<file path="src/rtl/fetch_pkg.sv">
// ---------------------------------------------------------------------------
// fetch_pkg
// Shared definitions for the instruction fetch queue:
//   - default address / instruction widths and PC step
//   - fetch_entry_t : one buffered instruction together with its PC
//   - pc_increment  : PC advance helper, evaluated at a wide width so callers
//                     of any ADDR_WIDTH (up to 64) truncate to get the wrap
// ---------------------------------------------------------------------------
package fetch_pkg;

  localparam int FETCH_ADDR_WIDTH  = 32;
  localparam int FETCH_INSTR_WIDTH = 32;
  localparam int FETCH_INSTR_BYTES = 4;
  localparam int PC_MAX_WIDTH      = 64;

  typedef struct packed {
    logic [FETCH_ADDR_WIDTH-1:0]  pc;
    logic [FETCH_INSTR_WIDTH-1:0] instr;
  } fetch_entry_t;

  // Callers cast the result back to their own width; the discarded high
  // bits give the modulo-2^ADDR_WIDTH wrap for free.
  function automatic logic [PC_MAX_WIDTH-1:0] pc_increment(
    input logic [PC_MAX_WIDTH-1:0] pc,
    input int unsigned             step
  );
    return pc + PC_MAX_WIDTH'(step);
  endfunction

endpackage

</file>
<file path="src/rtl/fetch_entry_fifo.sv">
// ---------------------------------------------------------------------------
// fetch_entry_fifo
// DEPTH-entry synchronous FIFO of fetched instructions. Pointers wrap
// modulo DEPTH, so non-power-of-two depths work. The head entry is read
// straight from the storage array, so it is a function of registered state
// only and stays stable until it is popped.
//
// Ports:
//   clk      in   clock
//   rst      in   synchronous active-high reset (empties the FIFO)
//   flush    in   empties the FIFO; wins over wr_en / rd_en
//   wr_en    in   push wr_data (caller guarantees space, or a same-cycle pop)
//   wr_data  in   entry to push
//   rd_en    in   pop the head (caller guarantees count > 0)
//   rd_data  out  head entry
//   count    out  number of valid entries
// ---------------------------------------------------------------------------
module fetch_entry_fifo
  import fetch_pkg::*;
#(
  parameter int  DEPTH   = 4,
  parameter type entry_t = fetch_entry_t
) (
  input  logic                       clk,
  input  logic                       rst,
  input  logic                       flush,
  input  logic                       wr_en,
  input  entry_t                     wr_data,
  input  logic                       rd_en,
  output entry_t                     rd_data,
  output logic [$clog2(DEPTH+1)-1:0] count
);

  localparam int PTR_W = $clog2(DEPTH);
  localparam int CNT_W = $clog2(DEPTH+1);
  localparam logic [PTR_W-1:0] LAST_PTR = PTR_W'(DEPTH-1);

  entry_t            mem [DEPTH];
  logic [PTR_W-1:0]  wr_ptr_reg;
  logic [PTR_W-1:0]  rd_ptr_reg;
  logic [CNT_W-1:0]  count_reg;

  function automatic logic [PTR_W-1:0] ptr_advance(input logic [PTR_W-1:0] ptr);
    return (ptr == LAST_PTR) ? '0 : ptr + PTR_W'(1);
  endfunction

  // Storage needs no reset: an entry is only read once count covers it.
  always_ff @(posedge clk) begin
    if (wr_en) begin
      mem[wr_ptr_reg] <= wr_data;
    end
  end

  always_ff @(posedge clk) begin
    if (rst || flush) begin
      wr_ptr_reg <= '0;
      rd_ptr_reg <= '0;
      count_reg  <= '0;
    end else begin
      if (wr_en) begin
        wr_ptr_reg <= ptr_advance(wr_ptr_reg);
      end
      if (rd_en) begin
        rd_ptr_reg <= ptr_advance(rd_ptr_reg);
      end
      // A simultaneous push and pop leaves the count unchanged, even when full.
      case ({wr_en, rd_en})
        2'b10:   count_reg <= count_reg + CNT_W'(1);
        2'b01:   count_reg <= count_reg - CNT_W'(1);
        default: count_reg <= count_reg;
      endcase
    end
  end

  assign rd_data = mem[rd_ptr_reg];
  assign count   = count_reg;

endmodule

</file>
<file path="src/rtl/instruction_fetch_queue.sv">
// ---------------------------------------------------------------------------
// instruction_fetch_queue
// Generates sequential PCs, issues pipelined in-order requests to the
// instruction cache and buffers the returned instructions for decode.
// A request is only issued if a queue slot is reserved for its response,
// so the queue can never overflow. A redirect flushes the queue, restarts
// fetch at the aligned target and drops every response still in flight.
//
// Ports:
//   clk, rst                               clock, synchronous active-high reset
//   redirect_valid / redirect_pc           branch/exception redirect
//   icache_req_valid/_addr/_ready          request channel to the cache
//   icache_resp_valid / icache_resp_instr  in-order responses, no back-pressure
//   deq_valid/_instr/_pc/_ready            head of queue to decode
//   occupancy                              valid entries in the queue
// ---------------------------------------------------------------------------
module instruction_fetch_queue
  import fetch_pkg::*;
#(
  parameter int                    ADDR_WIDTH      = FETCH_ADDR_WIDTH,
  parameter int                    INSTR_WIDTH     = FETCH_INSTR_WIDTH,
  parameter int                    INSTR_BYTES     = FETCH_INSTR_BYTES,
  parameter int                    DEPTH           = 4,
  parameter int                    MAX_OUTSTANDING = 2,
  parameter logic [ADDR_WIDTH-1:0] RESET_PC        = '0
) (
  input  logic                       clk,
  input  logic                       rst,
  input  logic                       redirect_valid,
  input  logic [ADDR_WIDTH-1:0]      redirect_pc,
  output logic                       icache_req_valid,
  output logic [ADDR_WIDTH-1:0]      icache_req_addr,
  input  logic                       icache_req_ready,
  input  logic                       icache_resp_valid,
  input  logic [INSTR_WIDTH-1:0]     icache_resp_instr,
  output logic                       deq_valid,
  output logic [INSTR_WIDTH-1:0]     deq_instr,
  output logic [ADDR_WIDTH-1:0]      deq_pc,
  input  logic                       deq_ready,
  output logic [$clog2(DEPTH+1)-1:0] occupancy
);

  localparam int CNT_W = $clog2(DEPTH+1);
  localparam logic [ADDR_WIDTH-1:0] ALIGN_MASK = ~ADDR_WIDTH'(INSTR_BYTES-1);

  // Entry type sized by this instance's widths (the package type carries
  // the default widths only).
  typedef struct packed {
    logic [ADDR_WIDTH-1:0]  pc;
    logic [INSTR_WIDTH-1:0] instr;
  } entry_t;

  logic [ADDR_WIDTH-1:0] fetch_pc_reg,    fetch_pc_next;
  logic [ADDR_WIDTH-1:0] resp_pc_reg,     resp_pc_next;
  logic [CNT_W-1:0]      outstanding_reg, outstanding_next;
  logic [CNT_W-1:0]      discard_cnt_reg, discard_cnt_next;
  logic [CNT_W-1:0]      count;
  logic [CNT_W:0]        credit_used;
  logic [ADDR_WIDTH-1:0] redirect_target;
  logic                  req_fire;
  logic                  deq_fire;
  logic                  resp_keep;
  entry_t                enq_entry;
  entry_t                head_entry;

  function automatic logic [ADDR_WIDTH-1:0] pc_step(input logic [ADDR_WIDTH-1:0] pc);
    return ADDR_WIDTH'(pc_increment(PC_MAX_WIDTH'(pc), INSTR_BYTES));
  endfunction

  // Queue entries plus in-flight requests: each in-flight request owns a slot.
  assign credit_used = {1'b0, count} + {1'b0, outstanding_reg};

  // Never looks at icache_req_ready, so there is no combinational loop
  // through the cache.
  assign icache_req_valid = !rst && !redirect_valid
                            && (outstanding_reg < CNT_W'(MAX_OUTSTANDING))
                            && (credit_used < (CNT_W+1)'(DEPTH));
  assign icache_req_addr  = fetch_pc_reg;
  assign req_fire         = icache_req_valid && icache_req_ready;

  assign deq_valid = !rst && (count != '0);
  assign deq_fire  = deq_valid && deq_ready;
  assign deq_pc    = head_entry.pc;
  assign deq_instr = head_entry.instr;
  assign occupancy = rst ? '0 : count;

  // Responses in the redirect cycle, or still owed to a pre-redirect
  // stream, are dropped on the floor.
  assign resp_keep       = !rst && icache_resp_valid && !redirect_valid
                           && (discard_cnt_reg == '0);
  assign redirect_target = redirect_pc & ALIGN_MASK;
  assign enq_entry       = '{pc: resp_pc_reg, instr: icache_resp_instr};

  always_comb begin
    fetch_pc_next    = fetch_pc_reg;
    resp_pc_next     = resp_pc_reg;
    discard_cnt_next = discard_cnt_reg;
    // Responses keep draining the in-flight count even across a redirect.
    outstanding_next = outstanding_reg + CNT_W'(req_fire) - CNT_W'(icache_resp_valid);
    if (redirect_valid) begin
      fetch_pc_next    = redirect_target;
      resp_pc_next     = redirect_target;
      // Everything in flight after this cycle belongs to the old stream.
      discard_cnt_next = outstanding_reg - CNT_W'(icache_resp_valid);
    end else begin
      if (req_fire) begin
        fetch_pc_next = pc_step(fetch_pc_reg);
      end
      if (icache_resp_valid) begin
        if (discard_cnt_reg != '0) begin
          discard_cnt_next = discard_cnt_reg - CNT_W'(1);
        end else begin
          resp_pc_next = pc_step(resp_pc_reg);
        end
      end
    end
  end

  always_ff @(posedge clk) begin
    if (rst) begin
      fetch_pc_reg    <= RESET_PC;
      resp_pc_reg     <= RESET_PC;
      outstanding_reg <= '0;
      discard_cnt_reg <= '0;
    end else begin
      fetch_pc_reg    <= fetch_pc_next;
      resp_pc_reg     <= resp_pc_next;
      outstanding_reg <= outstanding_next;
      discard_cnt_reg <= discard_cnt_next;
    end
  end

  fetch_entry_fifo #(
    .DEPTH   (DEPTH),
    .entry_t (entry_t)
  ) u_fifo (
    .clk     (clk),
    .rst     (rst),
    .flush   (redirect_valid),
    .wr_en   (resp_keep),
    .wr_data (enq_entry),
    .rd_en   (deq_fire),
    .rd_data (head_entry),
    .count   (count)
  );

`ifndef SYNTHESIS
  always_ff @(posedge clk) begin
    if (!rst) begin
      assert (!(icache_resp_valid && (outstanding_reg == '0)))
        else $error("icache response with no request in flight");
      assert (credit_used <= (CNT_W+1)'(DEPTH))
        else $error("queued plus in-flight entries exceed DEPTH");
    end
  end
`endif

endmodule

</file>
<file path="config.mk">
export PLATFORM = sky130hd
export DESIGN_NAME = instruction_fetch_queue
export DESIGN_NICKNAME = d
export VERILOG_FILES = /design/src/rtl/fetch_pkg.sv /design/src/rtl/fetch_entry_fifo.sv /design/src/rtl/instruction_fetch_queue.sv
export SDC_FILE = /design/constraint.sdc
export NUM_CORES = 1
export LEC_CHECK = 0
export ABC_AREA = 1
export BUFFER_PORTS_ARGS = -buffer_cell sky130_fd_sc_hd__buf_2
export CORE_UTILIZATION = 60
export DETAILED_ROUTE_END_ITERATION = 8
export PLACE_DENSITY = 0.91
export SLEW_MARGIN = 15
export SYNTH_ARGS = -nofsm -noshare
export SYNTH_HDL_FRONTEND = slang
export SYNTH_SLANG_ARGS = --single-unit
</file>
<file path="constraint.sdc">
create_clock -name clk -period 9.8 [get_ports clk]
set_input_delay 1.96 -clock clk [delete_from_list [all_inputs] [get_ports clk]]
set_output_delay 1.96 -clock clk [all_outputs]
set_load 0.05 [all_outputs]
</file>
==> key figures <==
STA
  – Unrepaired setup endpoints after global routing: no
  – Final setup TNS: 0 ps
  – Clk_skew: about 11 ps
  – Fin. max-slew vios: 0
  – Tmin final: 5280 ps
  – Fmax: 190 MHz
  – Final hold viol count: 0
  – Slew @ Worst Pin: between 900 and 1000 ps
  – Period utilisation layout: 0.538
  – Relative slew slack: 0.382
  – Slack of the critical path: 4520 ps
  – Setup-failing EPs final: 0

CTS
  – Post-CTS Resized: 0
  – CTS tree: yes
  – Clock transition at path regs: 50 ps
  – CTS Root Cell: clkbuf_16
  – Postcts setup bufs: 0
  – CTS hold repair buffers: 0
  – H-tree depth: 2
  – Clock Latency Late Sink: 510 ps
  – CTS Buffer Depth: 3
  – Inserted Clock Buffers: 34
  – CTS Sinks: 323

Place
  – Placer congestion estimate: between 0.9 and 1
  – Placed Cells: between 1500 and 2000
  – DP HPWL: 20600 um
  – Port Buffers: 164
  – Pre-CTS WS: roughly 4800 ps

Outcome
  – Status: finished, final reports clean

Cells and area
  – Fraction of layout cells with a size suffix above 1: 0.156
  – Fill count: approximately 1600
  – Ant. Diodes: 0
  – P&R area growth vs syn: 14.9%
  – Layout Cells excl Fill: ~1900
  – NumNets Final: 1653
  – Largest register FFs: 248

Min path
  – Worst Hold Class: register to register

GRT
  – Via count of the first global-routing pass: 10464
  – GRT Util Overall: 0.278
  – Initial antenna violation count: 0
  – Gr ovfl total: 0
  – First-pass GRT wire length: roughly 52000 um
  – Largest net degree at the start of global routing: 66

Yosys
  – Synth area leaders: edfxtp_1 53%, dfxtp_1 11%, nand2_1 6.3%
  – Yosys top cell area share: 0.527
  – Post-synthesis mux area share: 0
  – Ys flop type: edfxtp_1
  – Post-synthesis xor/xnor area fraction: 0.00681
  – Yosys reg bits: 323
  – Largest area contributor in the netlist: edfxtp_1
  – Main combinational cell family by area after synthesis: simple AND/OR/NAND/NOR gates
  – Most frequent cell after synthesis: edfxtp_1
  – Post-synth EDFFs: 248
  – Adder-Cell Fraction of Synth Area: 0.0179
  – Compound-Gate Fraction of Synth Area: 0.123
  – Gate Count Post-Synth: 1419
  – Synth Area in Simple Gates: 0.169
  – Mapped Avg Cell Area: 9.97 sq um
  – Async SR Flop Fraction: 0
  – Synthesized area: 14100 sq um
  – Synth cell count leaders: 248 x edfxtp_1, 239 x nand2_1, 207 x nor2_1
  – Sequential element share of the synthesized area: 0.633
  – Yosys Warn Count: 0
  – Distinct cells, synth: 41

Drt
  – Remaining DRCs: 0
  – Vias per cell: between 5 and 6
  – 1st-pass router iterations: 6
  – Post-DRT Antenna Nets: 0
  – Final WL: 34200 um
  – Vias post-DR: roughly 11000
  – Iter 0 DRT Violations: between 1000 and 1500
  – Routed wire per std cell: 18.0 um

Floorplanning
  – Initial Util: 0.619
  – IO Pins: approximately 170
  – Core Area: 22800 sq um
  – Row cnt: between 50 and 60
  – Die width: 156 um
  – DIE HEIGHT: 156 um
  – Die area: 24200 sq um

Critical path
  – Worst Path Required: between 7000 and 8000 ps
  – CP arrival: 3320 ps
  – R2R Setup Slk: 6890 ps
  – Startpoint types: register
  – Worst Path Class, Setup: register to output port
  – Crit end category: output port
  – Crit-path max FO: 64

Pwr
  – Maximum VDD drop: 111 uV
  – Leak: 6.15 nW
  – Pwr per Cell Area: 189 nW/um^2

Job
  – Number of max-cap violations: 0
==> through the flow <==
step | total power, W | area, sq um | utilization | hold WS, ps
CTS | 0.00308 | 16200 | 0.711 | 507
detailed placement | 0.00187 | 15200 | 0.664 | 498
floorplan | 0.00178 | 14200 | - | 470
global route | 0.00317 | 16200 | 0.711 | 530
global placement | 0.00186 | 15200 | 0.664 | 478
finish | 0.00307 | 16200 | 0.711 | 514
==> worst max-delay path, cell delays in order, from the launching register on <==
cell and delay, ps:
dfxtp_4 720, clkinv_2 770, buf_4 590, o21ai_0 300, o22ai_1 130, buf_2 240
==> layout make-up <==
cell class / instances / area (sq um) / area share
flip-flops and latches: 323 / 8950 / 0.551
multi-input cells: 925 / 4530 / 0.279
clock buffers: 45 / 923 / 0.0568
repair buffers: 174 / 896 / 0.0552
inverters: 106 / 399 / 0.0246
well taps: 313 / 392 / 0.0241
clock inverters: 17 / 153 / 0.00940
==> per-layer routing <==
metal | vias up | wire (um) | track usage | share of wire
met1 | 5248 | 13200 | 0.353 | 0.39
met5 | - | 0 | 0 | 0
met3 | 91 | 3450 | 0.0557 | 0.10
met4 | 0 | 1010 | 0.108 | 0.029
li1 | 5208 | - | - | -
met2 | 615 | 16600 | 0.471 | 0.48
==> logic make-up after synthesis <==
group | Yosys count
compound gates | 323
xor+xnor | 11
fa+ha+maj | 19
buf+inv | 174
flops | 323
other cells | 1
simple gates | 568
==> where the power goes <==
part | leakage, nW | internal [W] | total (W) | switching [W]
clock network | 0.516 | 0.000720 | 0.00123 | 0.000507
registers | 2.87 | 0.00151 | 0.00156 | 0.0000454
logic | 2.76 | 0.0000780 | 0.000287 | 0.000209
total | 6.15 | 0.00231 | 0.00307 | 0.000761
==> placed cells by master (no fill, tap or decap), types with 9 or more instances in the layout <==
cell and instances:
clkbuf_16 35, o22ai_1 62, ha_1 17, nor2_4 10, nand2_1 239, nand3_1 76, o21ai_1 10, buf_4 10
nand4_1 9, buf_2 164, a21oi_1 53, nor2_1 203, edfxtp_1 248, nor3_1 9, dfxtp_1 73, inv_1 102
clkbuf_1 9, a31oi_1 11, o21ai_0 175
==> worst paths after layout <==
path	startpoint	to	depth (start not counted)
min	u_fifo.wr_ptr_reg[0]$_SDFFE_PP0P_	u_fifo.wr_ptr_reg[0]$_SDFFE_PP0P_	2
max reg2reg	discard_cnt_reg[0]$_SDFFE_PP0P_	u_fifo.count[2]$_SDFFE_PP0P_	14
max	register	deq_pc[12]	5
min reg2reg	u_fifo.wr_ptr_reg[0]$_SDFFE_PP0P_	u_fifo.wr_ptr_reg[0]$_SDFFE_PP0P_	2
No activity file was read; power rests on OpenSTA's default activity.
